===== config.mk =====
export PLATFORM = sky130hd
export DESIGN_NAME = sqrt_dispatch
export DESIGN_NICKNAME = d
export VERILOG_FILES = /design/src/rtl/sqrt_dispatch.sv
export SDC_FILE = /design/constraint.sdc
export NUM_CORES = 1
export LEC_CHECK = 0
export CAP_MARGIN = 30
export CORE_MARGIN = 1.5
export CORE_UTILIZATION = 56
export CTS_CLUSTER_SIZE = 40
export DETAILED_ROUTE_END_ITERATION = 16
export PLACE_DENSITY = 0.84
export REMOVE_ABC_BUFFERS = 1
export SYNTH_ARGS = -nofsm -noshare
export SYNTH_HDL_FRONTEND = slang
export SYNTH_SLANG_ARGS = --single-unit

===== constraint.sdc =====
create_clock -name clk -period 6.63 [get_ports clk]
set_input_delay 1.326 -clock clk [delete_from_list [all_inputs] [get_ports clk]]
set_output_delay 1.326 -clock clk [all_outputs]
set_load 0.1 [all_outputs]

===== src/rtl/sqrt_dispatch.sv =====
// sqrt_dispatch: operand FIFO + restart sequencer for the 16-bit sqrt core.
// Ports: in_* operand stream, out_* result stream, core_* core link, busy.
// Optional: define SQRT_CYCLE_COUNT_EN to add out_cycles[10:0].
module sqrt_dispatch #(
  parameter int DATA_W      = 16,
  parameter int FIFO_DEPTH  = 2,
  parameter int TIMEOUT_CYC = 1023
) (
  input  logic                clk,
  input  logic                rst_n,
  input  logic                in_valid,
  output logic                in_ready,
  input  logic [DATA_W-1:0]   in_data,
  output logic                out_valid,
  input  logic                out_ready,
  output logic [DATA_W/2-1:0] out_root,
  output logic [DATA_W-1:0]   out_value,
  output logic                out_err,
`ifdef SQRT_CYCLE_COUNT_EN
  output logic [10:0]         out_cycles,
`endif
  output logic                core_rst_n,
  output logic [DATA_W-1:0]   core_valor,
  input  logic                core_ready,
  input  logic [DATA_W/2-1:0] core_root,
  output logic                busy
);

  localparam int RW = DATA_W / 2;
  localparam int AW = $clog2(FIFO_DEPTH);

  typedef enum logic [1:0] {
    IDLE,
    LAUNCH,
    RUN,
    DONE
  } state_t;

  state_t state, state_nxt;

  logic [DATA_W-1:0] mem [FIFO_DEPTH];
  logic [AW-1:0]     wr_ptr, rd_ptr;
  logic [AW:0]       count;
  logic              full, empty;
  logic              push, pop;

  logic [10:0]       cnt, cnt_inc;
  logic [RW-1:0]     res_root;
  logic              res_err;
`ifdef SQRT_CYCLE_COUNT_EN
  logic [10:0]       res_cyc;
`endif
  logic              slot_free;
  logic              run_ok, run_to;
  logic              load_out;

  assign full     = (count == (AW+1)'(FIFO_DEPTH));
  assign empty    = (count == '0);
  assign in_ready = !full;
  assign push     = in_valid && !full;
  assign busy     = (state != IDLE) || !empty;

  // Count value after this RUN cycle; saturates
  assign cnt_inc   = (cnt == 11'h7ff) ? cnt : cnt + 11'd1;
  assign slot_free = !out_valid || out_ready;

  always_comb begin
    state_nxt = state;
    pop       = 1'b0;
    run_ok    = 1'b0;
    run_to    = 1'b0;
    load_out  = 1'b0;
    unique case (state)
      IDLE: begin
        if (!empty) begin
          pop       = 1'b1;
          state_nxt = LAUNCH;
        end
      end
      LAUNCH: state_nxt = RUN;
      RUN: begin
        if (core_ready) begin
          run_ok    = 1'b1;
          state_nxt = DONE;
        end else if (cnt_inc == 11'(TIMEOUT_CYC)) begin
          run_to    = 1'b1;
          state_nxt = DONE;
        end
      end
      DONE: begin
        if (slot_free) begin
          load_out  = 1'b1;
          state_nxt = IDLE;
        end
      end
      default: state_nxt = IDLE;
    endcase
  end

  always_ff @(posedge clk) begin
    if (push) mem[wr_ptr] <= in_data;
  end

  always_ff @(posedge clk or negedge rst_n) begin
    if (!rst_n) begin
      wr_ptr <= '0;
      rd_ptr <= '0;
      count  <= '0;
    end else begin
      if (push) wr_ptr <= wr_ptr + 1'b1;
      if (pop)  rd_ptr <= rd_ptr + 1'b1;
      if (push && !pop)
        count <= count + 1'b1;
      else if (pop && !push)
        count <= count - 1'b1;
    end
  end

  always_ff @(posedge clk or negedge rst_n) begin
    if (!rst_n) begin
      state      <= IDLE;
      core_rst_n <= 1'b0;
      core_valor <= '0;
      cnt        <= '0;
      res_root   <= '0;
      res_err    <= 1'b0;
      out_valid  <= 1'b0;
      out_root   <= '0;
      out_value  <= '0;
      out_err    <= 1'b0;
`ifdef SQRT_CYCLE_COUNT_EN
      res_cyc    <= '0;
      out_cycles <= '0;
`endif
    end else begin
      state      <= state_nxt;
      // Low only for the pop cycle: one-clock restart
      core_rst_n <= !pop;
      if (pop) begin
        core_valor <= mem[rd_ptr];
        cnt        <= '0;
      end else if (state == RUN) begin
        cnt <= cnt_inc;
      end
      if (run_ok) begin
        res_root <= core_root;
        res_err  <= 1'b0;
      end else if (run_to) begin
        res_root <= '1;
        res_err  <= 1'b1;
      end
`ifdef SQRT_CYCLE_COUNT_EN
      if (run_ok || run_to) res_cyc <= cnt_inc;
`endif
      if (load_out) begin
        out_valid  <= 1'b1;
        out_root   <= res_root;
        out_value  <= core_valor;
        out_err    <= res_err;
`ifdef SQRT_CYCLE_COUNT_EN
        out_cycles <= res_cyc;
`endif
      end else if (out_valid && out_ready) begin
        out_valid <= 1'b0;
      end
    end
  end

endmodule


==> run metrics <==
status=complete, no violations; Synth async-reset ratio=68.32%; initial core utilization=57.62%; Overall Global Routing Usage=21.72%; Die X=around 90 um; period utilisation layout=54.35%; area of the die=7990 sq um; CTS Sinks=101; top-area cell type share of the netlist area=41.32%; Post-Route Setup TNS=0 ns; RR Startpoint=state[0]$_DFFE_PN0P_; Crit Path Class=reg2out; final max-slew violation count=0; met1 GRT Util=27.63%; Core ar.=7253 sq um; Die Span Y=89.39 um; H-tree Lvls=3; met2 Use GR=around 36%; HP Start=res_err$_DFFE_PN0P_; Seq/Total Area, Yosys=64.31%; crit path launch=state[0]$_DFFE_PN0P_; nets@finish=435; post-CTS sizing=0; Slew headroom=approximately a third; Post-Route WL=8191 um; num rows=31; GR peak layer=met2; clock skew=0.008475 ns; top_reg_cell synth=dfrtp_1; initial DRC count=138; DRC=0; Root Buffer=clkbuf_8; layout cells sized above 1=between 10% and 20%; Hold Path Class=reg2reg; largest area contributor in the netlist=dfrtp_1; vias in the first global route=between 2000 and 3000; CP endpoint kind=primary output; first-pass GRT wire length=12830 um; Unique masters post-synth=46; WP data arrival=2.28 ns; Max FO, Critical Path=4; Mapped Avg Cell Area=12.63 sq um; RSZ-0062 raised after global routing=no; Final ANT Viol Nets=0; DR vias=2840; Synth top cells by count=dfrtp_1 (69), edfxtp_1 (32), nand2_1 (29); antenna violations before repair=0; post-synthesis cell area=4179 sq um; Syn Inst Count=331; Hold Vio Cnt, Final=0; total setup buffers inserted after CTS=0; port bufs=73; WP data required=5.30 ns; # setup viols final=0; io pins=74; fin crit period=3.604 ns; Avg WL per Cell=between 15 and 20 um; Max-cap violations=0; area grow syn2layout=24.04%; flops & latches, synth=101; upper clock frequency limit=about 280 MHz; Clk Latency, worst-skew pair=~0.36 ns; deepest clock path buffer count=2; Via density=between 5 and 6; first drt pass iteration count=4; synth top area cells=dfrtp_1 (41%), edfxtp_1 (23%), mux2_2 (6.7%); HPWL after DPL=5567 um; yosys warns=0; CTS tree=done; met3 Use GR=under 10%; grt ovf=0; largest net degree at the start of global routing=70; crit start category=flop; Clock Pin Slew Worst Setup and Hold Paths=0.10 ns; Hold Buf Count CTS=0; Post-synth EDFFs=32; GPL Wtd Cong=approximately 0.88; worst-margin pin slew=around 0.99 ns; cts bufs inserted=9; most frequent cell after synthesis=dfrtp_1; diode count=0
==> kinds of logic after synthesis <==
kind of cell    count (synthesis)  share of synthesized area (%)
flops                         101                          64.31
simple gates                   85                          10.15
compound gates                 65                          9.162
mux                            42                          10.81
buf+inv                        25                          2.395
xor+xnor                        8                          1.677
fa+ha+maj                       5                          1.497
==> state kept, by name, summed over array words and instances, names as in the netlist <==
name,flops
wr_ptr,1
res_err,1
out_err,1
out_value,16
mem,32
cnt,11
core_valor,16
count,2
core_rst_n,1
out_valid,1
res_root,8
state,2
out_root,8
rd_ptr,1
==> stage by stage <==
step / cell area [sq um] / setup WS [ns] / util [%] / instances / hold slack (ns)
2_1_floorplan: 4109 / 4.015 / - / 314 / 0.4517
3_3_place_gp: 4976 / 3.360 / 68.60 / 488 / 0.4654
3_5_place_dp: 5004 / 3.413 / 68.98 / 489 / 0.4807
4_1_cts: 5184 / 3.007 / 71.47 / 505 / 0.5022
5_1_grt: 5184 / 2.946 / 71.47 / 505 / 0.5294
6_report: 5184 / 3.026 / 71.47 / 505 / 0.4990
==> routing by layer <==
layer | part of all wire (%) | vias to the layer above
met5 | 0 | -
li1 | - | 1339
met1 | 43 | 1412
met4 | 1.5 | 0
met3 | 3.9 | 12
met2 | 52 | 77
==> worst max-delay path, stage by stage, from the launching register on <==
cell             delay [ns]
dfrtp_1                0.39
inv_1                  0.09
ha_1                   0.24
nand2_1                0.07
clkdlybuf4s50_1        1.12
==> layout by cell type, fill, tap and decap left out, types with 2 or more instances in the layout <==
cell type,instances
nand2b_1,3
nand2_1,29
o21ai_0,21
nand4_1,2
o21ai_1,2
nand3b_1,3
clkinvlp_4,2
inv_1,7
nor3_1,5
buf_4,3
a41oi_1,2
and3_1,4
nor2_1,20
clkdlybuf4s50_1,72
mux2_2,25
inv_6,2
a21oi_1,19
dfrtp_1,69
and4_1,2
nand3_1,5
xnor2_1,5
mux2i_1,17
a31oi_1,4
o22ai_1,8
edfxtp_1,32
xor2_1,3
and2_1,4
clkbuf_8,9
ha_1,5
==> final timing paths <==
kind / end / slack, ns / cells past startpoint
hold / removal: res_err$_DFFE_PN0P_ / 0.50 / 2
max in group asynchronous: res_err$_DFFE_PN0P_ / 5.00 / 1
setup / recovery: busy / 3.03 / 4
hold reg to reg: res_err$_DFFE_PN0P_ / 0.50 / 2
setup reg to reg: count[1]$_DFFE_PN0P_ / 3.77 / 9
min in group asynchronous: state[1]$_DFFE_PN0P_ / 1.05 / 1
==> cell type report <==
type | instances | area [sq um]
sequential | 101 | 2688
fill | 515 | 2069
multi-input combinational | 205 | 1391
timing repair buffer | 76 | 770.7
clock buffer | 10 | 127.6
tap | 99 | 123.9
clock inverter | 6 | 52.55
inverter | 8 | 30.03
Power is not shown: default switching activity piles up to over one toggle a cycle in this logic, so the estimate is an artifact.
